File: src/rtl/load_store_unit.sv
// load_store_unit: data-memory access stage with a request/acknowledge port, byte lanes and an ack timeout.
module load_store_unit #(
    parameter int TIMEOUT = 16
) (
    input  logic        clk,
    input  logic        rst,
    input  logic        start_st,
    input  logic        start_ld,
    input  logic        stype,
    input  logic        ltype,
    input  logic [31:0] addr,
    input  logic [31:0] wdata,
    output logic        busy,
    output logic        done,
    output logic [31:0] rdata,
    output logic        err_misalign,
    output logic        err_timeout,
    output logic        mem_req,
    output logic        mem_we,
    output logic [3:0]  mem_be,
    output logic [31:0] mem_addr,
    output logic [31:0] mem_wdata,
    input  logic        mem_ack,
    input  logic [31:0] mem_rdata
);
    typedef enum logic [1:0] {IDLE, ACCESS, DONE, ERR} state_t;
    state_t      state, state_n;
    logic        op_st, is_byte, start, word;
    logic [1:0]  lane;
    logic [7:0]  cnt, lbu_byte;
    always_comb begin
        start    = start_st | start_ld;
        word     = start_st ? ~stype : ~ltype;
        lbu_byte = 8'(mem_rdata >> {lane, 3'b000});
        state_n  = state;
        case (state)
            IDLE:    state_n = start ? ((word && addr[1:0] != 2'b00) ? ERR : ACCESS) : IDLE;
            ACCESS:  state_n = mem_ack ? DONE : (cnt == 8'(TIMEOUT - 1) ? ERR : ACCESS);
            default: state_n = IDLE;
        endcase
    end
    assign busy    = state != IDLE;
    assign done    = state == DONE || state == ERR;
    assign mem_req = state == ACCESS;
    assign mem_be  = mem_req ? ((op_st && is_byte) ? 4'b0001 << lane : 4'b1111) : 4'b0000;
    always_ff @(posedge clk) begin
        if (!rst) begin
            state        <= IDLE;
            op_st        <= 1'b0;
            is_byte      <= 1'b0;
            lane         <= 2'b00;
            cnt          <= 8'd0;
            rdata        <= 32'd0;
            err_misalign <= 1'b0;
            err_timeout  <= 1'b0;
            mem_we       <= 1'b0;
            mem_addr     <= 32'd0;
            mem_wdata    <= 32'd0;
        end else begin
            state <= state_n;
            if (state == IDLE && start) begin
                op_st        <= start_st;
                is_byte      <= start_st ? stype : ltype;
                lane         <= addr[1:0];
                cnt          <= 8'd0;
                err_misalign <= state_n == ERR;
                err_timeout  <= 1'b0;
                // memory-side outputs only move when a request will actually be issued
                if (state_n == ACCESS) begin
                    mem_addr <= {addr[31:2], 2'b00};
                    mem_we   <= start_st;
                    if (start_st)
                        mem_wdata <= stype ? {4{wdata[7:0]}} : wdata;
                end
            end
            if (state == ACCESS) begin
                cnt <= cnt + 8'd1;
                if (mem_ack && !op_st)
                    rdata <= is_byte ? {24'd0, lbu_byte} : mem_rdata;
                if (state_n == ERR)
                    err_timeout <= 1'b1;
            end
        end
    end
endmodule

File: config.mk
export PLATFORM = sky130hd
export DESIGN_NAME = load_store_unit
export DESIGN_NICKNAME = d
export VERILOG_FILES = /design/src/rtl/load_store_unit.sv
export SDC_FILE = /design/constraint.sdc
export NUM_CORES = 1
export LEC_CHECK = 0
export ABC_AREA = 1
export BUFFER_PORTS_ARGS = -buffer_cell sky130_fd_sc_hd__buf_2
export CORE_ASPECT_RATIO = 0.9
export CORE_MARGIN = 5
export CORE_UTILIZATION = 52
export DETAILED_ROUTE_END_ITERATION = 8
export PLACE_DENSITY = 0.86
export SKIP_LAST_GASP = 1
export SLEW_MARGIN = 20
export SYNTH_ARGS = -nofsm -noshare
export SYNTH_HDL_FRONTEND = slang
export SYNTH_SLANG_ARGS = --single-unit
File: constraint.sdc
create_clock -name clk -period 3.2 [get_ports clk]
set_clock_uncertainty 0.15 [all_clocks]
set_input_delay 0.16 -clock clk [delete_from_list [all_inputs] [get_ports clk]]
set_output_delay 0.16 -clock clk [all_outputs]
set_load 0.01 [all_outputs]
==> results.yml <==
sta:
  drv_slew: 0
  hold_violations: 0
  finalCritPeriodShare: 0.721
  worst_pin_slew_ns: 1.01
  tns_ns: 0
  period_minus_slack_ns: 2.31
  setup_slack_ns: 0.892
  rsz0062_at_grt: "no"
  slew_headroom: 0.324
  fmax_ghz: 0.433
  setup_viol: 0
critical_path:
  required_ns: 3.25
  cp_cell_sequence: "inv_2 > nor2_4 > nand2_1 > nor2_4 > inv_2 > nand2_1 > a21oi_1"
  crit_path_max_fanout: 33
  arrival_ns: 2.36
  end_kind: "register"
  cpPeakStageDelay_ns: 0.54
  crit_slowest_cell: "nor2_4"
  path_class: "register to register"
  start_kind: "register"
logic_synthesis:
  syn_area_sq_um: 4970
  ys_warn_count: 0
  synth_area_leaders: "dfxtp_1, nand2_1, nor2_1"
  synth.avg_cell_area_sq_um: 6.46
  synthDistinctLibCells: 26
  ys_ff_latch: 111
  seq_area_frac_synth: 0.447
  netlist_instances: 770
  synth_top_area_share: 0.447
  yosys.area.top_type: "dfxtp_1"
flow_run:
  maxCapViolations: 0
placement:
  gp_congestion: 0.875
  dp.cells: 1060
  post-place-ws_ns: 0.944
  place.port_buffers: 206
  dp_hpwl_um: 10500
die:
  die_w_um: 113
  initial_core_util: 0.538
  row_count: 33
  io_pins: 209
  coreArea_sq_um: 9250
  dieArea_sq_um: 11600
  fp.dieH_um: 103
drt:
  vias: 6086
  ant_nets: 0
  avgViaCountPerCell: 5.18
  drt_iter0_drc: 542
  remaining_drc_errors: 0
  wl_per_cell_um: 15.5
  first_pass_iters: 5
  routed_wl_um: 18200
clock_tree:
  numCtsBuffers: 9
  cts_root_buf: "clkbuf_8"
  cts_tree: "built"
  clk-insertion-delay-late_ns: 0.37
  clk_pin_slew_ns: 0.10
  cts_htree_levels: 3
  clockBufferDepth: 2
  cts_resized: 0
  clock_sinks: 111
layout:
  areaGrowthSynthToFinish_pct: 44.4
  layout.nets: 1151
  fin_cells: 1174
  drive_gt1_frac: 0.225
  final_common_cell: "nand2_1"
  layout_common_cells: "nand2_1, buf_2, nor2_1"
status:
  outcome: "complete, no violations"
hold_path:
  hold_path_class: "input port to register"
grt:
  antenna_found_initial: 1
  grt_max_degree: 66
  met3_usage: 0.102
  grt_usage: 0.304
  grt_pass1_vias: 5786
  grtUsageMet2: 0.502
  grt.busiest_layer: "met2"
  grt.overflow.total: 0
  gr-usage-met1: 0.353
  grt_pass1_wl_um: 28200
pwr:
  powerDensity_nw_per_um2: 478
  p_leak_nw: 3.87
  clockPowerShare: 0.282
  comb_power_share: 0.255
  power_mw: 3.43
  peakVddDrop_mv: 0.429
  power.internal_mw: 2.35
  seq_power_share: 0.463
  swShare: 0.315
  power_switching_mw: 1.08
-- per-layer routing --
metal,wire [um],vias to the layer above
li1,-,2880
met5,0,-
met3,2030,95
met4,942,0
met1,6760,2688
met2,8480,423
-- kinds of logic (layout without fill, tap and decap cells) --
group                      count (synthesis)  after routing  share of synthesized area
and+or+nand+nor                          456            456                      0.366
buffers and inverters                    130            410                      0.111
adders and majority gates                  1              1                    0.00251
other                                      1              3                   0.000754
AOI/OAI and AO/OA                         71             71                     0.0727
DFF                                      111            111                      0.447
-- worst paths after layout --
path	startpoint	end	slack (ns)	cells past startpoint
worst max-delay path	state[0]$_SDFF_PN0_	rdata[10]$_SDFFE_PN0P_	0.89	7
worst min-delay path	ltype	is_byte$_SDFFE_PN0N_	0.04	5
worst min register to register	rdata[31]$_SDFFE_PN0P_	rdata[31]$_SDFFE_PN0P_	0.32	2
worst max register to register	state[0]$_SDFF_PN0_	rdata[10]$_SDFFE_PN0P_	0.89	7
-- cells in the mapped netlist, drive strengths merged --
cell type,n
nand2,259
nor2,142
dfxtp,111
inv,87
a21oi,54
nand3,46
buf,25
clkbuf,18
o21ai,14
nand4,4
nor3,4
a211oi,1
and3,1
conb,1
ha,1
o21a,1
o22ai,1
-- layout make-up --
class,count,area (sq um)
Antenna cell,1,2.50
Fill cell,618,2070
Sequential cell,111,2220
Clock buffer,12,165
Inverter,87,329
Timing Repair Buffer,308,2040
Multi-Input combinational cell,530,2200
Tap cell,122,153
Clock inverter,3,65.1
-- critical path: cells and delay by family (launching register included) --
| kind | cells | cell delay (ns) |
|---|---|---|
| flip-flops | 1 | 0.37 |
| AO/OA/AOI/OAI | 1 | 0.10 |
| AND/OR/NAND/NOR | 4 | 0.99 |
| buffers and inverters | 2 | 0.51 |
-- power by group through the flow --
| stage | Sequential, mW | Clock [mW] | Combinational, mW |
|---|---|---|---|
| after floorplan | 1.65 | 0 | 0.418 |
| after global placement | 1.61 | 0 | 0.717 |
| after detailed placement | 1.61 | 0 | 0.727 |
| after CTS | 1.58 | 0.985 | 0.825 |
| after global routing | 1.60 | 1.04 | 0.959 |
| final | 1.59 | 0.970 | 0.874 |
-- state kept, by name (all words and copies together), names as in the netlist, 2 cells and up --
register and count:
lane 2, cnt 8, mem_wdata 32, mem_addr 30, state 2, rdata 32
-- stage by stage --
step	util	hold slack (ns)	instance area [sq um]
floorplan	-	0.145	4980
global placement	0.645	0.231	5970
detailed placement	0.645	0.238	5970
CTS	0.776	0.0204	7180
global route	0.777	0.0453	7180
finish	0.777	0.0353	7180
-- timing repair --
| action | CTS | global route |
|---|---|---|
| hold endpoints to repair | 99 | 0 |
| hold buffers | 98 | 0 |
| setup buffers | 0 | 0 |
(Power assumes the default switching activity.)
